--- src/rtl/s3g_packet_rx.sv ---
// S3G frame receiver (D5 / len / payload / CRC-8 Maxim); optional inter-byte timeout via S3G_RX_TIMEOUT_EN.
// Latency: done/error pulse one clock after the closing byte; no backpressure, a byte is taken whenever rx_done=1.
module s3g_packet_rx #(
  parameter int MAX_PAYLOAD    = 32,
  parameter int TIMEOUT_CYCLES = 100000
) (
  input  logic       clk,
  input  logic       rst,
  input  logic [7:0] rx_data,
  input  logic       rx_done,
  output logic       packet_done,
  output logic       packet_error,
  output logic [7:0] payload_len,
  output logic       buffer_valid,
  output logic [7:0] buf0,
  output logic [7:0] buf1,
  output logic [7:0] buf2,
  output logic [7:0] buf3,
  output logic [7:0] buf4,
  output logic [7:0] buf5,
  output logic [7:0] buf6,
  output logic [7:0] buf7,
  output logic [7:0] buf8,
  output logic [7:0] buf9,
  output logic [7:0] buf10,
  output logic [7:0] buf11,
  output logic [7:0] buf12,
  output logic [7:0] buf13,
  output logic [7:0] buf14,
  output logic [7:0] buf15,
  input  logic [7:0] buffer_addr,
  output logic [7:0] buffer_data
);

  localparam int         AW      = (MAX_PAYLOAD > 1) ? $clog2(MAX_PAYLOAD) : 1;
  localparam logic [7:0] MAX_LEN = 8'(MAX_PAYLOAD);
  localparam logic [7:0] SYNC    = 8'hD5;

  typedef enum logic [1:0] {ST_IDLE, ST_LEN, ST_PAYLOAD, ST_CRC} state_t;

  state_t     state_q, state_d;
  logic [7:0] crc_q;
  logic [7:0] idx_q;
  logic [7:0] buf_q [16];
  logic [7:0] mem [MAX_PAYLOAD];
  logic       done_d, err_d;
  logic       to_hit;

  function automatic logic [7:0] crc8_upd(input logic [7:0] c, input logic [7:0] b);
    logic [7:0] x;
    x = c ^ b;
    for (int i = 0; i < 8; i++) x = x[0] ? ((x >> 1) ^ 8'h8C) : (x >> 1);
    return x;
  endfunction

`ifdef S3G_RX_TIMEOUT_EN
  logic [31:0] to_cnt;
  always_ff @(posedge clk or posedge rst) begin
    if (rst)                               to_cnt <= '0;
    else if (rx_done || state_q == ST_IDLE) to_cnt <= '0;
    else                                   to_cnt <= to_cnt + 32'd1;
  end
  // A byte arriving on the expiry cycle wins over the timeout.
  assign to_hit = (state_q != ST_IDLE) && !rx_done && (to_cnt == 32'(TIMEOUT_CYCLES));
`else
  assign to_hit = 1'b0;
`endif

  always_ff @(posedge clk or posedge rst) begin
    if (rst) state_q <= ST_IDLE;
    else     state_q <= state_d;
  end

  always_comb begin
    state_d = state_q;
    if (to_hit) begin
      state_d = ST_IDLE;
    end else if (rx_done) begin
      case (state_q)
        ST_IDLE:    if (rx_data == SYNC) state_d = ST_LEN;
        ST_LEN: begin
          if (rx_data > MAX_LEN)     state_d = ST_IDLE;
          else if (rx_data == 8'd0)  state_d = ST_CRC;
          else                       state_d = ST_PAYLOAD;
        end
        ST_PAYLOAD: if (idx_q + 8'd1 == payload_len) state_d = ST_CRC;
        ST_CRC:     state_d = ST_IDLE;
        default:    state_d = ST_IDLE;
      endcase
    end
  end

  always_comb begin
    done_d = rx_done && (state_q == ST_CRC) && (rx_data == crc_q);
    err_d  = to_hit
           || (rx_done && (state_q == ST_LEN) && (rx_data > MAX_LEN))
           || (rx_done && (state_q == ST_CRC) && (rx_data != crc_q));
  end

  always_ff @(posedge clk or posedge rst) begin
    if (rst) begin
      packet_done  <= 1'b0;
      packet_error <= 1'b0;
      payload_len  <= '0;
      buffer_valid <= 1'b0;
      crc_q        <= '0;
      idx_q        <= '0;
      for (int i = 0; i < 16; i++) buf_q[i] <= '0;
    end else begin
      packet_done  <= done_d;
      packet_error <= err_d;
      if (rx_done) begin
        case (state_q)
          ST_IDLE: if (rx_data == SYNC) begin
            buffer_valid <= 1'b0;
            crc_q        <= '0;
            idx_q        <= '0;
          end
          ST_LEN: payload_len <= rx_data;
          ST_PAYLOAD: begin
            if (idx_q < 8'd16) buf_q[idx_q[3:0]] <= rx_data;
            crc_q <= crc8_upd(crc_q, rx_data);
            idx_q <= idx_q + 8'd1;
          end
          ST_CRC: if (done_d) buffer_valid <= 1'b1;
          default: ;
        endcase
      end
    end
  end

  // Payload memory is deliberately not reset; reads are masked by buffer_valid.
  always_ff @(posedge clk) begin
    if (rx_done && state_q == ST_PAYLOAD) mem[idx_q[AW-1:0]] <= rx_data;
  end

  assign buffer_data = (buffer_valid && buffer_addr < MAX_LEN) ? mem[buffer_addr[AW-1:0]] : 8'h00;

  assign buf0  = buf_q[0];
  assign buf1  = buf_q[1];
  assign buf2  = buf_q[2];
  assign buf3  = buf_q[3];
  assign buf4  = buf_q[4];
  assign buf5  = buf_q[5];
  assign buf6  = buf_q[6];
  assign buf7  = buf_q[7];
  assign buf8  = buf_q[8];
  assign buf9  = buf_q[9];
  assign buf10 = buf_q[10];
  assign buf11 = buf_q[11];
  assign buf12 = buf_q[12];
  assign buf13 = buf_q[13];
  assign buf14 = buf_q[14];
  assign buf15 = buf_q[15];

endmodule

--- config.mk ---
export PLATFORM = sky130hd
export DESIGN_NAME = s3g_packet_rx
export DESIGN_NICKNAME = d
export VERILOG_FILES = /design/src/rtl/s3g_packet_rx.sv
export SDC_FILE = /design/constraint.sdc
export NUM_CORES = 1
export LEC_CHECK = 0
export ABC_AREA = 1
export CAP_MARGIN = 10
export CORE_UTILIZATION = 61
export DETAILED_ROUTE_END_ITERATION = 7
export GPL_ROUTABILITY_DRIVEN = 0
export GPL_TIMING_DRIVEN = 0
export PLACE_DENSITY = 0.84
export SYNTH_ARGS = -nofsm -noshare
export SYNTH_HDL_FRONTEND = slang
export SYNTH_SLANG_ARGS = --single-unit
--- constraint.sdc ---
create_clock -name clk -period 12.7 [get_ports clk]
set_clock_uncertainty 0.15 [all_clocks]
set_input_delay 2.54 -clock clk [delete_from_list [all_inputs] [get_ports clk]]
set_output_delay 2.54 -clock clk [all_outputs]
set_load 0.02 [all_outputs]
; ---- Yosys cells after proc, flatten, opt, wreduce, memory -nomap -nowiden
; Memory sizes are Yosys's and may differ from the RTL's.
; Cells that the tools add are included.
; W data, S select, Z words.
[totals]
out_inout_bits = 147
mem_bits_ro = 0
ram_bits = 256
in_bits = 19
elab_cells = 93
latch_bits = 0
mem_count = 1
reg_bits = 157
[mem_list]
columns = memory, words, width, rd, rd_ports_with_merged_regs, write_ports, line_no
row1 = mem, 32, 8, 1, 0, 1, 45  ; logic [7:0] mem [MAX_PAYLOAD];
[classes]
n_reduce_logical = 18
eq_ne = 10
shifts = 0
magnitude_cmp = 5
n_div = 0
n_mux = 25
n_mul = 0
bitwise_logic = 10
addsub = 1
[ops]
columns = cell, count
row1 = $bwmux W128, 1
row2 = $mux W8, 11
row3 = $demux W8 S4, 1
row4 = $pmux W8 S2, 2
row5 = $not A2 Y3, 8
row6 = $eq A8 B8 Y1, 2
row7 = $reduce_and A3 Y1, 3
row8 = $add A8 B1 Y8 const B, 1
row9 = $eq A8 B8 Y1 const B, 1
row10 = $gt A8 B6 Y1 const B, 1
row11 = $logic_and A1 B1 Y1, 8
row12 = $logic_not A8 Y1, 1
row13 = $lt A8 B5 Y1 const B, 1
row14 = $lt A8 B6 Y1 const B, 1
row15 = $ne A8 B8 Y1, 1
row16 = $pmux W2 S4, 1
row17 = $xor A8 B8 Y8, 1
row18 = $mux W2, 3
row19 = $ne A2 B2 Y1 const B, 3
row20 = $ge A5 B5 Y1 const B, 1
row21 = $lt A5 B1 Y1 const B, 1
row22 = $mux W1, 5
row23 = $not A4 Y5, 1
row24 = $eq A2 B2 Y1 const B, 2
row25 = 7 further kinds, 8

; ---- Longest topological paths before layout
; Gate-level depths: netlist of run 1.
[logic_depth]
depth_word = 18
depth_mapped = 14
depth_no_buf = 14

; ---- Worst setup path after synthesis of run 1
; No wires, ideal clock.
[synth_timing]
kind = input to output
from = input buffer_addr[0]
to = output buffer_data[5]
n_path_buf = 3
t_required_ns = 10.010
cell_stages = 10
path_slack_ns = 6.199
arrival_ns = 3.811
cell_sequence = buf_2 > inv_2 > buf_2 > buf_2 > nor2_1 > o221ai_1 > nand3_1 > nand3_1 > nand2_1 > nor2_1
[synth_via]
elab_chain_len = 3
elab_cells_between_ends = 4
classes_between = order compare (1) / mux (1) / reduce/logical (1) / memory (1)
[synth_rtl]
columns = element, line_no
row1 = "start, declared", 31  ; input logic [7:0] buffer_addr,
row2 = $lt A8 B6 Y1, 137  ; assign buffer_data = (buffer_valid && buffer_addr < MAX_LEN) ? mem[buffer_addr[AW-1:0]] : 8'h00;
row3 = $logic_and A1 B1 Y1, 137
row4 = $mux W8 *, 137
row5 = "end, declared", 32  ; output logic [7:0] buffer_data
; Mark *: on every way between the ends. The rest lies on a longest branch, timed or not.

; ---- Final worst setup path of run 1
[layout_timing]
from = input buffer_addr[1]
to = output buffer_data[3]
; Same word-level chain as after synthesis.

==> results of run 1 <==
[worst reg2reg max path, delay by kind of cell (launching register included)]
family                 cells  cell delay [ns]
and+or+nand+nor            3             1.79
DFF                        1             0.44
buffers and inverters      1             0.12
[synthesized netlist by cell type, drive strengths merged]
cell type    n
o21bai       1
xnor2       11
clkbuf      45
o21ai      285
o22ai        3
xor2         6
inv         47
buf         37
o221ai      64
nor3         2
ha           4
nand2      250
dfrtp      157
nand4        2
nor4         1
nand3b       2
nand3       70
nor2       202
edfxtp     256
a22o         1
clkinv       1
[cell type report]
cell class | count | area, um^2 | share of cell area
buffer | 82 | 419 | 0.0208
tap | 341 | 427 | 0.0212
inverter | 48 | 186 | 0.00925
clock buffer | 54 | 1110 | 0.0553
sequential | 413 | 11600 | 0.576
multi-input combinational | 904 | 4470 | 0.222
clock inverter | 18 | 219 | 0.0109
timing repair buffer | 167 | 1710 | 0.0849
[layer usage]
| layer | track usage | routed length (um) | vias to the layer above |
|---|---|---|---|
| met4 | 0.141 | 1970 | 0 |
| met3 | 0.105 | 5760 | 157 |
| met1 | 0.424 | 17000 | 6203 |
| li1 | - | - | 5524 |
| met5 | 0 | 0 | - |
| met2 | 0.570 | 22800 | 868 |
[path summary, 6_finish.rpt]
kind | depth (start not counted) | start | endpoint | slack [ns]
min reg2reg | 2 | buf3[7]$_DFFE_PP0P_ | buf3[7]$_DFFE_PP0P_ | 0.33
min in group asynchronous | 2 | rst | buf11[0]$_DFFE_PP0P_ | 2.37
max reg2reg | 4 | idx_q[2]$_DFFE_PP0P_ | mem[22][5]$_DFFE_PP_ | 9.84
max in group asynchronous | 3 | rst | buf3[7]$_DFFE_PP0P_ | 9.20
max | 10 | buffer_addr[1] | buffer_data[3] | 4.38
min | 2 | buf3[7]$_DFFE_PP0P_ | buf3[7]$_DFFE_PP0P_ | 0.33
[logic make-up after synthesis]
group / Yosys count
buffers and inverters: 130
DFF: 413
adders and majority gates: 4
and+or+nand+nor: 529
AOI/OAI and AO/OA: 354
xor gates and xnor gates: 17
[through the flow]
| stage | hold WS, ns | cell area [um^2] | utilization | setup WS (ns) |
|---|---|---|---|---|
| floorplan | 0.319 | 16700 | - | 5.78 |
| global placement | 0.315 | 18700 | 0.696 | 3.80 |
| detailed placement | 0.322 | 18800 | 0.701 | 4.65 |
| CTS | 0.336 | 20200 | 0.750 | 4.58 |
| global route | 0.360 | 20200 | 0.750 | 4.33 |
| finish | 0.334 | 20200 | 0.750 | 4.38 |
[where the power goes]
group,internal [W],switching [W],total [W]
sequential,0.00150,0.0000601,0.00156
combinational,0.000199,0.000384,0.000583
clock,0.000719,0.000503,0.00122
total,0.00242,0.000946,0.00336
==> implementation parameters, run 1 <==
Parameter                              Value

Power and ir drop
  Pwr Total    between 0.003 and 0.004 W
  Leak Pwr    7.68 nW
  Worst IR Drop VDD    0.105 mV
  Power per Cell Area    167 nW/um^2

Clock tree
  Number of buffers inserted by post-CTS setup repair    0
  Root Buffer    sky130_fd_sc_hd__clkbuf_16
  Number of buffers on the longest clock path    3
  Worst skew pair latency    around 0.54 ns
  CTS clock-pin slew for the worst setup and hold paths    about 0.06 ns
  Total number of clock tree sinks    413
  Resized cells post-CTS    0
  H-Tree Depth    2
  TritonCTS clock tree    done
  Number of buffers added to fix hold violations after cts    0
  Number of buffers created by CTS    slightly above 40

Yosys
  Distinct cells, synth    32
  Multiplexer fraction of the synthesized cell area    0
  Largest area contributor in the netlist    sky130_fd_sc_hd__edfxtp_1
  Register bit total from synthesis    around 410
  XOR/XNOR share of the synthesized area    0.00893
  Post-synth top area share    0.461
  Area share of fa/ha/maj cells after synthesis    0.00300
  Average size of a mapped cell    11.5 um^2
  Net count after synthesis    between 1000 and 1500
  Number of warning messages in the yosys log    0
  Sequential cell area fraction in the yosys report    0.696
  Complex-gate fraction of the synthesized area    0.121
  Fraction of the mapped netlist area in simple logic gates    0.134
  Cell area after technology mapping    16700 um^2
  Mapped Cells    about 1400
  Main combinational cell family by area after synthesis    simple AND/OR/NAND/NOR gates
  Main area contributors after synthesis    sky130_fd_sc_hd__edfxtp_1 (46%), sky130_fd_sc_hd__dfrtp_1 (24%), sky130_fd_sc_hd__o21ai_0 (5.7%), sky130_fd_sc_hd__nand2_1 (5.2%), sky130_fd_sc_hd__nor2_1 (4.4%)

Timing
  Relative slew slack    0.356
  Total negative slack for setup checks    0 ns
  Crit share post-route    0.655
  RSZ-0062 raised after global routing    false
  Final hold violation count    0
  Fmax    120 MHz
  Slew at the pin closest to its max-slew limit    0.963 ns
  Final critical-path required period    8.32 ns
  Number of slew-limit violations in the final report    0
  Final Setup Violations    0

Detailed routing
  Total Routed Length    approximately 48000 um
  Number of remaining DRC errors    0
  Detailed-router iteration count before antenna repair    6
  DRT iter0 DRCs    around 1700
  DR vias/cell    6.29
  Avg WL per Cell    23.4 um
  Via total after detailed routing    between 10000 and 15000
  Number of nets with antenna violations after detailed routing    0

Final layout
  Share of layout cells above drive strength 1    0.0801
  ANT cells    0
  Number of filler instances in the final layout    1659
  Final instance count without filler cells    ~2000
  Most frequent cells in the layout    sky130_fd_sc_hd__edfxtp_1 (256), sky130_fd_sc_hd__nand2_1 (232), sky130_fd_sc_hd__nor2_1 (197), sky130_fd_sc_hd__o21ai_0 (189), sky130_fd_sc_hd__clkdlybuf4s50_1 (158)
  Area growth from synthesis to layout    20.9%
  Most common cell after layout, fill and taps aside    sky130_fd_sc_hd__edfxtp_1
  Total number of nets in the final design    approximately 1700
  Largest register FFs    ~260

Placed design
  Total instance count after detailed placement    1955
  DP HPWL    about 32000 um
  Count of port buffers added during placement    approximately 160

Worst setup path
  Required time reported for the critical path endpoint    roughly 10 ns
  Gate family responsible for the most delay along the worst path    buffers and inverters
  Startpoint type of the worst setup path    primary input
  Delay contributed by the slowest stage of the critical path    0.63 ns
  Worst setup path category    primary input to primary output
  Series of cell instances along the critical path    clkdlybuf4s50_1 > buf_2 > clkbuf_1 > o21ai_0 > o221ai_1 > nand3_1 > nand2_1 > nor2_1 > nor2_1 > clkdlybuf4s50_1
  Critical path buffers and inverters    4
  Peak fanout along the critical path    10
  Critical Path AT    about 5.6 ns
  Slowest cell on the critical path    sky130_fd_sc_hd__clkdlybuf4s50_1
  Kind of end point of the critical path    primary output

Global route
  Final global-route overflow total    0
  Maximum number of pins on one net before global-route repair    81
  GRT Overall Usage    0.344
  First-pass GRT wire length    just over 70000 um
  Via count of the first global-routing pass    12760
  Number of antenna violations at the first check in global routing    0

Die
  Standard-cell row count    60
  # IOs    between 150 and 200
  Die Footprint    between 20000 and 30000 um^2
  Initial Util    0.621
  Standard cell core area    roughly 27000 um^2
  Horizontal die dimension    about 170 um
  Chip height    between 150 and 200 um

Flow run
  Max-cap violations    0

Outcome
  Status    completed

Min path
  Path class of the lowest-slack min-delay path    flip-flop to flip-flop
No activity file was read; power rests on OpenSTA's default activity.
==> run 2: changes to the inputs <==
--- a/config.mk
+++ b/config.mk
@@ -7,11 +7,11 @@
 export LEC_CHECK = 0
 export ABC_AREA = 1
 export CAP_MARGIN = 10
-export CORE_UTILIZATION = 61
+export CORE_UTILIZATION = 57
 export DETAILED_ROUTE_END_ITERATION = 7
 export GPL_ROUTABILITY_DRIVEN = 0
 export GPL_TIMING_DRIVEN = 0
-export PLACE_DENSITY = 0.84
+export PLACE_DENSITY = 0.79
 export SYNTH_ARGS = -nofsm -noshare
 export SYNTH_HDL_FRONTEND = slang
 export SYNTH_SLANG_ARGS = --single-unit
==> constraint.sdc (replaced) <==
create_clock -name clk -period 8.4 [get_ports clk]
set_clock_uncertainty 0.15 [all_clocks]
set_input_delay 1.68 -clock clk [delete_from_list [all_inputs] [get_ports clk]]
set_output_delay 1.68 -clock clk [all_outputs]
set_load 0.02 [all_outputs]
==> implementation parameters, run 2 (synthesis results as in run 1) <==
Parameter                              Value

Outcome
  Status    completed

Worst setup path
  Setup slack of the worst register-to-register path    between 5 and 6 ns
  Endpoint of the most critical setup path    buffer_data[3]
  Launch point of the worst path    buffer_addr[1]
  Critical Path AT    roughly 4.7 ns
  FF-to-FF End    mem[3][7]$_DFFE_PP_
  Startpoint of the most critical register-to-register path    idx_q[2]$_DFFE_PP0P_
  Kind of end point of the critical path    primary output
  Startpoint type of the worst setup path    primary input
  Worst setup path category    primary input to primary output
  Peak fanout along the critical path    10
  Required time reported for the critical path endpoint    around 6.6 ns
  Depth of the worst register-to-register path    3

Global route
  GRT Overall Usage    0.309
  Maximum number of pins on one net before global-route repair    93
  Final global-route overflow total    0
  Via count of the first global-routing pass    approximately 12000
  First-pass GRT wire length    approximately 71000 um
  Number of antenna violations at the first check in global routing    0

Placed design
  Count of port buffers added during placement    about 160
  DP HPWL    roughly 30000 um

Final layout
  Share of layout cells above drive strength 1    0.0817
  Number of filler instances in the final layout    approximately 2000
  Storage element area    11600 um^2
  Area of combinational cells with multiple inputs    between 4000 and 5000 um^2
  ANT cells    0
  Most frequent cells in the layout    sky130_fd_sc_hd__edfxtp_1 (256), sky130_fd_sc_hd__nand2_1 (232), sky130_fd_sc_hd__nor2_1 (197), sky130_fd_sc_hd__o21ai_0 (189)
  Largest register FFs    between 200 and 300
  Most common cell after layout, fill and taps aside    sky130_fd_sc_hd__edfxtp_1
  Total number of nets in the final design    approximately 1700
  Area growth from synthesis to layout    21.4%

Detailed routing
  DR vias/cell    6.05
  Via total after detailed routing    12547
  Number of nets with antenna violations after detailed routing    0
  Number of remaining DRC errors    0
  DRT iter0 DRCs    around 1500
  Detailed-router iteration count before antenna repair    6
  Total Routed Length    46000 um
  Avg WL per Cell    about 22 um

Clock tree
  H-Tree Depth    2
  Total number of clock tree sinks    ~410
  CTS clock-pin slew for the worst setup and hold paths    about 0.060 ns
  Resized cells post-CTS    0
  Number of buffers added to fix hold violations after cts    0
  TritonCTS clock tree    done
  Number of buffers on the longest clock path    3
  Number of buffers inserted by post-CTS setup repair    0
  Worst skew pair latency    0.54 ns
  Root Buffer    sky130_fd_sc_hd__clkbuf_16
  Number of buffers created by CTS    42

Flow run
  Max-cap violations    0

Die
  Die Footprint    about 30000 um^2
  # IOs    approximately 170
  Initial Util    0.580
  Horizontal die dimension    173 um
  Chip height    about 170 um
  Standard cell core area    28800 um^2
  Standard-cell row count    62

Timing
  Slew at the pin closest to its max-slew limit    a little under 1 ns
  Final hold violation count    0
  Total negative slack for setup checks    0 ns
  Final Setup Violations    0
  Fmax    between 150 and 200 MHz
  Final critical-path required period    between 6 and 7 ns
  Relative slew slack    0.342
  RSZ-0062 raised after global routing    false
  Number of slew-limit violations in the final report    0
  Crit share post-route    0.779

Power and ir drop
  Power per Cell Area    253 nW/um^2
  Worst IR Drop VDD    approximately 0.16 mV
  Pwr Total    0.00512 W
  Leak Pwr    7.70 nW

Min path
  Path class of the lowest-slack min-delay path    flip-flop to flip-flop
==> run 2: cell types whose count changed in the layout (fill, tap and decap cells not counted), moves of 2 or more <==
| cell | before | now |
|---|---|---|
| sky130_fd_sc_hd__clkbuf_8 | 4 | 0 |
| sky130_fd_sc_hd__clkinv_2 | 7 | 11 |
| sky130_fd_sc_hd__clkbuf_1 | 53 | 50 |
| sky130_fd_sc_hd__clkbuf_16 | 41 | 43 |
| sky130_fd_sc_hd__clkinv_1 | 4 | 8 |
==> run 2: worst min path at each step <==
stage | start | end | cells after the start
final | buf11[3]$_DFFE_PP0P_ | buf11[3]$_DFFE_PP0P_ | 2
after global routing | buf12[0]$_DFFE_PP0P_ | buf12[0]$_DFFE_PP0P_ | 2
after CTS | buf11[3]$_DFFE_PP0P_ | buf11[3]$_DFFE_PP0P_ | 2
after detailed placement | buf11[3]$_DFFE_PP0P_ | buf11[3]$_DFFE_PP0P_ | 2
after global placement | buf7[5]$_DFFE_PP0P_ | buf7[5]$_DFFE_PP0P_ | 2
after floorplan | crc_q[2]$_DFFE_PP0P_ | crc_q[2]$_DFFE_PP0P_ | 2
==> run 2: power breakdown <==
group,internal [W],switching (W),total (W)
logic,0.000300,0.000572,0.000872
registers,0.00227,0.0000900,0.00236
clock network,0.00112,0.000771,0.00189
==> run 2: cell type report <==
class | instances | area share
buffer | 82 | 0.0207
clock buffer | 49 | 0.0543
clock inverter | 27 | 0.0141
timing repair buffer | 166 | 0.0835
multi-input combinational | 904 | 0.221
tap | 384 | 0.0237
sequential | 413 | 0.574
inverter | 48 | 0.00921
==> run 2: routing by layer <==
metal | global-route usage | part of all wire
met5 | 0 | 0
met4 | 0.128 | 0.043
met3 | 0.0904 | 0.12
met2 | 0.504 | 0.47
met1 | 0.389 | 0.38
==> run 2: worst max-delay path, cell delays in order <==
cell and delay, ns:
sky130_fd_sc_hd__clkdlybuf4s50_1 0.49, sky130_fd_sc_hd__buf_2 0.27, sky130_fd_sc_hd__clkbuf_1 0.55, sky130_fd_sc_hd__o21ai_0 0.20, sky130_fd_sc_hd__o221ai_1 0.41, sky130_fd_sc_hd__nand3_1 0.14
sky130_fd_sc_hd__nand2_1 0.12, sky130_fd_sc_hd__nor2_1 0.04, sky130_fd_sc_hd__nor2_1 0.18, sky130_fd_sc_hd__clkdlybuf4s50_1 0.63
==> run 2: metrics by stage <==
| stage | hold slack, ns | cell area (um^2) | utilization | instances | setup WS, ns |
|---|---|---|---|---|---|
| global placement | 0.318 | 18800 | 0.652 | 1992 | 0.256 |
| global route | 0.353 | 20200 | 0.704 | 2073 | 1.78 |
| finish | 0.333 | 20200 | 0.704 | 2073 | 1.86 |
| detailed placement | 0.322 | 18800 | 0.655 | 1996 | 2.02 |
| floorplan | 0.319 | 16700 | - | 1447 | 2.34 |
| CTS | 0.337 | 20200 | 0.703 | 2072 | 1.99 |
==> run 3: changes to the inputs <==
==> constraint.sdc (replaced) <==
create_clock -name clk -period 6.7 [get_ports clk]
set_clock_uncertainty 0.15 [all_clocks]
set_input_delay 1.34 -clock clk [delete_from_list [all_inputs] [get_ports clk]]
set_output_delay 1.34 -clock clk [all_outputs]
set_load 0.02 [all_outputs]
==> results of run 3 <==
The final DEF is identical to that of run 2. Status: completed.
Among the figures that moved: setup slack after placement 2.02 ns -> 0.997 ns; setup slack after layout 1.86 ns -> 0.839 ns; register-to-register setup slack 5.70 ns -> 4.00 ns; total power 0.00512 W -> 0.00642 W; worst IR drop on VDD 0.161 mV -> 0.201 mV
